### src/rtl/l1_refill_responder.sv
// rtl/l1_refill_responder.sv - queued L1 block-refill responder streaming rows from a synchronous SRAM
// Optional feature: define L1_REFILL_CWF_EN for critical-word-first beat ordering.
module l1_refill_responder #(
  parameter int PADDR_BITS  = 32,
  parameter int BLOCK_BYTES = 64,
  parameter int DATA_BITS   = 128,
  parameter int N_MSHRS     = 4,
  localparam int BEATS      = BLOCK_BYTES * 8 / DATA_BITS,
  localparam int BEAT_BITS  = (BEATS > 1) ? $clog2(BEATS) : 1,
  localparam int ID_BITS    = $clog2(N_MSHRS),
  localparam int OFF_BITS   = $clog2(BLOCK_BYTES)
) (
  input  logic                  clock,
  input  logic                  reset,
  input  logic                  req_valid,
  output logic                  req_ready,
  input  logic [PADDR_BITS-1:0] req_addr,
  input  logic [ID_BITS-1:0]    req_id,
  output logic                  resp_valid,
  input  logic                  resp_ready,
  output logic [DATA_BITS-1:0]  resp_data,
  output logic [ID_BITS-1:0]    resp_id,
  output logic [BEAT_BITS-1:0]  resp_beat,
  output logic                  resp_last,
  output logic                  mem_rd_en,
  output logic [PADDR_BITS-1:0] mem_rd_addr,
  input  logic [DATA_BITS-1:0]  mem_rd_data,
  output logic                  busy
);

  localparam int                   ROW_BITS  = $clog2(DATA_BITS / 8);
  localparam logic [BEAT_BITS-1:0] LAST_BEAT = BEAT_BITS'(BEATS - 1);
  localparam logic [ID_BITS:0]     DEPTH     = (ID_BITS + 1)'(N_MSHRS);

  typedef enum logic [1:0] {S_IDLE, S_ISSUE, S_SEND} state_t;

  // Request queue
  logic [PADDR_BITS-1:0] fifo_addr_q [N_MSHRS];
  logic [BEAT_BITS-1:0]  fifo_beat_q [N_MSHRS];
  logic [ID_BITS-1:0]    fifo_id_q   [N_MSHRS];
  logic [ID_BITS-1:0]    wr_ptr_q, rd_ptr_q;
  logic [ID_BITS:0]      occ_q, occ_d;
  logic                  full, empty, push, pop;
  logic [PADDR_BITS-1:0] req_blk;
  logic [BEAT_BITS-1:0]  req_start;
  logic                  unused_req_offset;

  assign full      = (occ_q == DEPTH);
  assign empty     = (occ_q == '0);
  assign req_ready = !full;
  assign push      = req_valid && !full;
  assign req_blk   = {req_addr[PADDR_BITS-1:OFF_BITS], {OFF_BITS{1'b0}}};
  assign unused_req_offset = ^req_addr[OFF_BITS-1:0];

`ifdef L1_REFILL_CWF_EN
  always_comb begin
    req_start = '0;
    if (BEATS > 1) req_start = req_addr[OFF_BITS-1 -: BEAT_BITS];
  end
`else
  assign req_start = '0;
`endif

  always_comb begin
    occ_d = occ_q;
    case ({push, pop})
      2'b10:   occ_d = occ_q + (ID_BITS + 1)'(1);
      2'b01:   occ_d = occ_q - (ID_BITS + 1)'(1);
      default: occ_d = occ_q;
    endcase
  end

  always_ff @(posedge clock) begin
    if (reset) begin
      wr_ptr_q <= '0;
      rd_ptr_q <= '0;
      occ_q    <= '0;
    end else begin
      occ_q <= occ_d;
      if (push) wr_ptr_q <= wr_ptr_q + ID_BITS'(1);
      if (pop)  rd_ptr_q <= rd_ptr_q + ID_BITS'(1);
    end
  end

  always_ff @(posedge clock) begin
    if (push) begin
      fifo_addr_q[wr_ptr_q] <= req_blk;
      fifo_beat_q[wr_ptr_q] <= req_start;
      fifo_id_q[wr_ptr_q]   <= req_id;
    end
  end

  // Burst sequencer
  state_t               state_q, state_d;
  logic [BEAT_BITS-1:0] beat_q, beat_d, cnt_q, cnt_d;
  logic [ID_BITS-1:0]   id_q, id_d;
  logic [DATA_BITS-1:0] data_q, data_d;
  logic                 first_q, first_d;
  logic                 is_last;

  assign is_last = (cnt_q == LAST_BEAT);

  always_ff @(posedge clock) begin
    if (reset) begin
      state_q <= S_IDLE;
      beat_q  <= '0;
      cnt_q   <= '0;
      id_q    <= '0;
      data_q  <= '0;
      first_q <= 1'b0;
    end else begin
      state_q <= state_d;
      beat_q  <= beat_d;
      cnt_q   <= cnt_d;
      id_q    <= id_d;
      data_q  <= data_d;
      first_q <= first_d;
    end
  end

  always_comb begin
    state_d    = state_q;
    beat_d     = beat_q;
    cnt_d      = cnt_q;
    id_d       = id_q;
    data_d     = data_q;
    first_d    = 1'b0;
    pop        = 1'b0;
    mem_rd_en  = 1'b0;
    resp_valid = 1'b0;
    case (state_q)
      S_IDLE: begin
        if (!empty) begin
          state_d = S_ISSUE;
          beat_d  = fifo_beat_q[rd_ptr_q];
          cnt_d   = '0;
          id_d    = fifo_id_q[rd_ptr_q];
        end
      end
      S_ISSUE: begin
        mem_rd_en = 1'b1;
        first_d   = 1'b1;
        state_d   = S_SEND;
      end
      S_SEND: begin
        resp_valid = 1'b1;
        // SRAM data is only valid in the first SEND cycle; keep it for stalls
        if (first_q) data_d = mem_rd_data;
        if (resp_ready) begin
          if (is_last) begin
            pop     = 1'b1;
            state_d = S_IDLE;
          end else begin
            beat_d  = (beat_q == LAST_BEAT) ? '0 : beat_q + BEAT_BITS'(1);
            cnt_d   = cnt_q + BEAT_BITS'(1);
            state_d = S_ISSUE;
          end
        end
      end
      default: state_d = S_IDLE;
    endcase
  end

  // Row offset stays below OFF_BITS, so OR-ing into the block address cannot carry
  assign mem_rd_addr = fifo_addr_q[rd_ptr_q] | (PADDR_BITS'(beat_q) << ROW_BITS);
  assign resp_data   = first_q ? mem_rd_data : data_q;
  assign resp_id     = id_q;
  assign resp_beat   = beat_q;
  assign resp_last   = (state_q == S_SEND) && is_last;
  assign busy        = !empty || (state_q != S_IDLE);

endmodule

### config.mk
export PLATFORM = sky130hd
export DESIGN_NAME = l1_refill_responder
export DESIGN_NICKNAME = d
export VERILOG_FILES = /design/src/rtl/l1_refill_responder.sv
export SDC_FILE = /design/constraint.sdc
export NUM_CORES = 1
export LEC_CHECK = 0
export ABC_CLOCK_PERIOD_IN_PS = 4300
export CAP_MARGIN = 20
export CORE_ASPECT_RATIO = 0.75
export CORE_UTILIZATION = 51
export CTS_BUF_LIST = sky130_fd_sc_hd__clkbuf_16
export CTS_CLUSTER_DIAMETER = 50
export CTS_CLUSTER_SIZE = 25
export DETAILED_ROUTE_END_ITERATION = 16
export PLACE_DENSITY_LB_ADDON = 0.1
export SETUP_SLACK_MARGIN = 0.1
export SLEW_MARGIN = 20
export SYNTH_ARGS = -nofsm -noshare
export SYNTH_HDL_FRONTEND = slang
export SYNTH_SLANG_ARGS = --single-unit
### constraint.sdc
create_clock -name clock -period 4.3 [get_ports clock]
set_clock_uncertainty 0.2 [all_clocks]
set_input_delay 1.075 -clock clock [delete_from_list [all_inputs] [get_ports clock]]
set_output_delay 1.075 -clock clock [all_outputs]
set_load 0.005 [all_outputs]
* Word-level counts from Yosys, hierarchy flattened
Memory sizes are Yosys's and may differ from the RTL's. A register that Yosys moved wholly into a read port is not among the register bits.
Cells that the tools add are included.
** Storage, ports and cells
- Register bits :: 142
- Memory bits (writable) :: 112
- Bits of input ports :: 166
- Output and inout port bits :: 169
- Word-level logic and storage cells :: 65
- Memories kept :: 2
** Cells by class
- $add $sub $neg :: 6
- Eq/ne operators :: 10
- Mux-type cells :: 24
- Bitwise logic cells :: 2
- Reductions and logical operators :: 13
** Memories
- fifo_addr_q :: words 4, bits a word 26, rd ports 1, clocked after memory_dff 1, write ports 1, RTL line 38 : logic [PADDR_BITS-1:0] fifo_addr_q [N_MSHRS];
- fifo_id_q :: words 4, bits a word 2, rd ports 1, clocked after memory_dff 1, write ports 1, RTL line 40 : logic [ID_BITS-1:0] fifo_id_q [N_MSHRS];
** Operator list (number)
- $mux W128 :: 1
- $or A32 B6 Y32 :: 1
- $mux W2 :: 11
- $add A2 B1 Y2 const B :: 4
- $eq A2 B2 Y1 const B :: 4
- $mux W1 :: 8
- $pmux W2 S2 :: 2
- $ne A2 B2 Y1 const B :: 3
- $pmux W2 S3 :: 1
- $pmux W3 S2 :: 1
- $reduce_bool A2 Y1 :: 3
- $eq A2 B1 Y1 const B :: 2
- $reduce_and A2 Y1 :: 2
- $reduce_and A4 Y1 :: 1
- $add A3 B1 Y3 const B :: 1
- $eq A3 B3 Y1 const B :: 1
- $logic_not A3 Y1 :: 1
- $sub A3 B1 Y3 const B :: 1
- $logic_and A1 B1 Y1 :: 2
- $logic_not A1 Y1 :: 2
- $logic_not A2 Y1 :: 1
- $logic_or A1 B1 Y1 :: 1
- $not A1 Y1 :: 1

* Logic depth before layout (Yosys ltp)
- Depth in word-level cells :: 6
- Gate-level depth with buffers :: 9
- Mapped depth without buffers :: 9

* Worst setup path before layout
OpenSTA, ideal clock, no wires.
- Path type :: in2reg
- Start :: in req_valid
- End :: reg occ_q[2]
- Setup time :: 0.071 ns
- Arrival :: 2.440 ns
- Required time :: 4.029 ns
- Slack :: 1.590 ns
- Stages on the path :: 8
- Path buffers :: 1
- Cell sequence :: buf_1 > nand2_1 > ha_1 > inv_1 > fa_1 > xor2_1 > or3_1 > a21oi_1
** Between the ends
- Longest elaborated chain between the ends :: 3
- Elaborated cells between the ends (all ways) :: 5
- Those cells by class :: eq/ne: 2; mux: 1; reduce/logical: 2
** RTL lines
- start: declaration :: RTL line 15 : input logic req_valid,
- $logic_and A1 B1 Y1 (*) :: RTL line 51 : assign push = req_valid && !full;
- $eq A2 B1 Y1 or $eq A2 B2 Y1 (tied branches) :: RTL line 66 : case ({push, pop})
- $pmux W3 S2 or $reduce_bool A2 Y1 (tied branches)
- end signal: assignment :: RTL line 77 : occ_q <= '0;
- end signal: assignment :: RTL line 79 : occ_q <= occ_d;
- end: declaration :: RTL line 42 : logic [ID_BITS:0] occ_q, occ_d;
Mark *: on every way between the ends. The rest lies on a longest branch, timed or not.
A chain may end at the register's enable or synchronous reset.

==> results.yml <==
outcome:
  status: "finished, final reports clean"
yosys:
  synth_top_area_cell: "edfxtp_1"
  synth_top_family_by_area: "simple AND/OR/NAND/NOR gates"
  synth_compound_area_share_pct: 1.026
  synthSimpleGateAreaFrac_pct: 19.97
  synthDistinctLibCells: 39
  syn-cell-area_mm2: 0.01134
  ys_seq_area_share_pct: 55.44
  synth_edf_count: 112
  synth_top_area_share_pct: 29.66
  synth_fa_ha_area_share_pct: 0.9490
  async_flop_share_pct: 0
  synth_area_leaders: "edfxtp_1 30%, dfxtp_1 26%, mux2_2 13%, nor2_1 8.8%, nor3_2 7.9%"
  avgSynthCellArea_um2: 11.95
  ys_ff_latch: 258
  synth-main-ff-cell: "dfxtp_1"
  ys_warn_count: 0
  synth_xor_xnor_area_share_pct: 0.2317
  postSynthCellCount: 949
  synth.area.mux_share_pct: 18.36
route:
  drc: 0
  ant_nets: 0
  via_per_inst: 5.182
  vias: 8017
  initialDrtViolationCount: 505
  post_drt_wl_per_cell_um: 17.45
  drtPass1Iterations: 4
  wirelength_mm: 26.99
global_routing:
  grt_overflow: 0
  grt_pass1_wl_mm: 42.15
  grt_max_degree: 99
  grt_pass1_vias: 7734
  track_usage_pct: 23.17
  antenna_found_initial: 0
cells_and_area:
  areaGrowthSynthToFinish_pct: 37.11
  fin_area_mm2: 0.01555
  fillers: 1519
  drive_gt1_share_pct: 24.46
  nets: 1417
  layout_common_cells: "323 x clkdlybuf4s50_1, 265 x nor2_1, 144 x dfxtp_1, 128 x mux2_2, 112 x edfxtp_1"
  regArea_mm2: 0.006291
  final_common_cell: "clkdlybuf4s50_1"
  n_antenna_cell: 0
  finalNonFillerCells: 1547
  multiInputGateArea_mm2: 0.004617
timing:
  fin_crit_sh_pct: 86.22
  drv_slew: 0
  fmax_mhz: 269.7
  worstMarginPinSlew_ns: 1.143
  hold_violations: 0
  finalSetupTns_ns: 0
  finalSetupViolCount: 0
  post-route-min-period_ns: 3.707
  slew-limit-headroom_pct: 23.81
  grt_setup_unrepaired: "false"
worst_setup_path:
  worstPathArrival_ns: 2.43
  cp.required_ns: 3.02
  startpoint_type: "flop"
  r2r-start: "state_q[1]"
  rrSetupSlack_ns: 1.38
  timing.rr.end: "data_q[31]"
  worstSetupPathType: "flop to output port"
  rr_worst_depth: 6
  crit_path_end_kind: "output port"
  cp_max_fo: 14
worst_hold_path:
  hp-start: "data_q[60]"
  min_path_cells: 2
  hold_path.class: "flop to flop"
  hold_end: "data_q[60]"
placement:
  port_buffers: 324
  place_congestion: 0.7616
  dp_cells: 1507
  place_area_mm2: 0.01469
  hpwl_mm: 18.27
die:
  num_rows: 46
  die_x_um: 174.2
  core_area_mm2: 0.02147
  dieArea_mm2: 0.02284
  ioPinCount: 335
  die_y_um: 131.1
  start_util_pct: 52.82
cts:
  clk_pin_slew_ns: 0.09
  numCtsBuffers: 22
  htreeDepth: 1
  cts_buffer_depth: 3
  cts_resized: 0
  cts_tree: "done"
  holdBufCountCts: 0
  cts_root_buf: "clkbuf_16"
  clock-sinks: 258
  clk_latency_ns: 0.52
  cts_setup_buffers: 0
pwr:
  p_clk_share_pct: 36.2
  p_int_mw: 4.604
  switchingPower_mw: 1.694
  combinationalPowerShare_pct: 19.5
  ir_drop_mv: 0.3061
  netSwitchingFraction_pct: 26.89
  cellLeakagePower_nw: 5.546
  power_mw: 6.298
  seqPwrFrac_pct: 44.3
  power_density_mw_per_mm2: 405.1
job:
  maxCapViolCount: 0
logic make-up (layout without fill, tap and decap cells):
family / after synthesis / after routing
buffers and inverters: 82 / 389
other: 1 / 4
XOR/XNOR: 3 / 3
flip-flops: 258 / 258
AO/OA/AOI/OAI: 20 / 20
multiplexers: 157 / 157
AND/OR/NAND/NOR: 420 / 420
adder cells (fa/ha/maj): 8 / 8
how the worst max path moves through the flow:
stage	from	endpoint	slack, ns
2_1_floorplan	req_valid	occ_q[2]	1.59
3_3_place_gp	mem_rd_data[110]	resp_data[110]	0.70
3_5_place_dp	mem_rd_data[110]	resp_data[110]	0.71
4_1_cts	flop	mem_rd_addr[27]	0.53
5_1_grt	flop	mem_rd_addr[27]	0.44
6_report	flop	mem_rd_addr[27]	0.59
stage by stage:
step | worst slack (ns) | util, % | hold WS, ns
6_report | 0.5925 | 72.42 | 0.2936
5_1_grt | 0.4450 | 72.42 | 0.2988
4_1_cts | 0.5323 | 72.42 | 0.2932
3_5_place_dp | 0.7116 | 68.43 | 0.2780
3_3_place_gp | 0.6964 | 68.43 | 0.2615
2_1_floorplan | 1.590 | - | 0.2681
area by class of cell:
| type | count | share of cell area (%) |
|---|---|---|
| clock buffers | 24 | 3.863 |
| well taps | 288 | 2.318 |
| multi-input cells | 612 | 29.70 |
| repair buffers | 339 | 21.75 |
| inverters | 10 | 0.2575 |
| clock inverters | 16 | 1.642 |
| flip-flops and latches | 258 | 40.47 |
Yosys cell counts (4+ instances only):
cell type / count
o21ai_0: 4
a21oi_1: 10
dfxtp_1: 146
nor3_1: 40
mux4_2: 28
edfxtp_1: 112
nor3_2: 90
and3_1: 4
inv_1: 9
mux2_2: 128
clkbuf_1: 14
nand3_1: 4
ha_1: 7
nor2_1: 265
buf_4: 27
buf_2: 28
flip-flops by register name, summed over array words and instances, names as in the netlist, named ones only:
signal	flops
cnt_q	2
data_q	128
fifo_addr_q	104
fifo_id_q	8
resp_id	2
rd_ptr_q	2
wr_ptr_q	2
first_q	1
state_q	2
occ_q	3
resp_beat	2
metal layers:
| layer | vias to the layer above | share of wire [%] | track usage [%] |
|---|---|---|---|
| met5 | - | 0 | 0 |
| met4 | 0 | 2.6 | 6.189 |
| met3 | 41 | 6.2 | 5.093 |
| met2 | 239 | 48 | 39.42 |
| met1 | 3823 | 43 | 29.83 |
| li1 | 3914 | - | - |
power by group through the flow:
| stage | clock (mW) | combinational (mW) | sequential [mW] |
|---|---|---|---|
| after floorplan | 0 | 0.651 | 2.82 |
| after global placement | 0 | 1.22 | 2.84 |
| after detailed placement | 0 | 1.23 | 2.85 |
| after CTS | 2.33 | 1.24 | 2.79 |
| after global routing | 2.43 | 1.33 | 2.81 |
| final | 2.28 | 1.23 | 2.79 |
worst max-delay path, stage by stage, from the launching register on:
cell	delay, ns
dfxtp_2	0.66
buf_12	0.24
mux4_2	0.51
clkdlybuf4s50_1	0.50
Power figures use the tool's default switching activity.
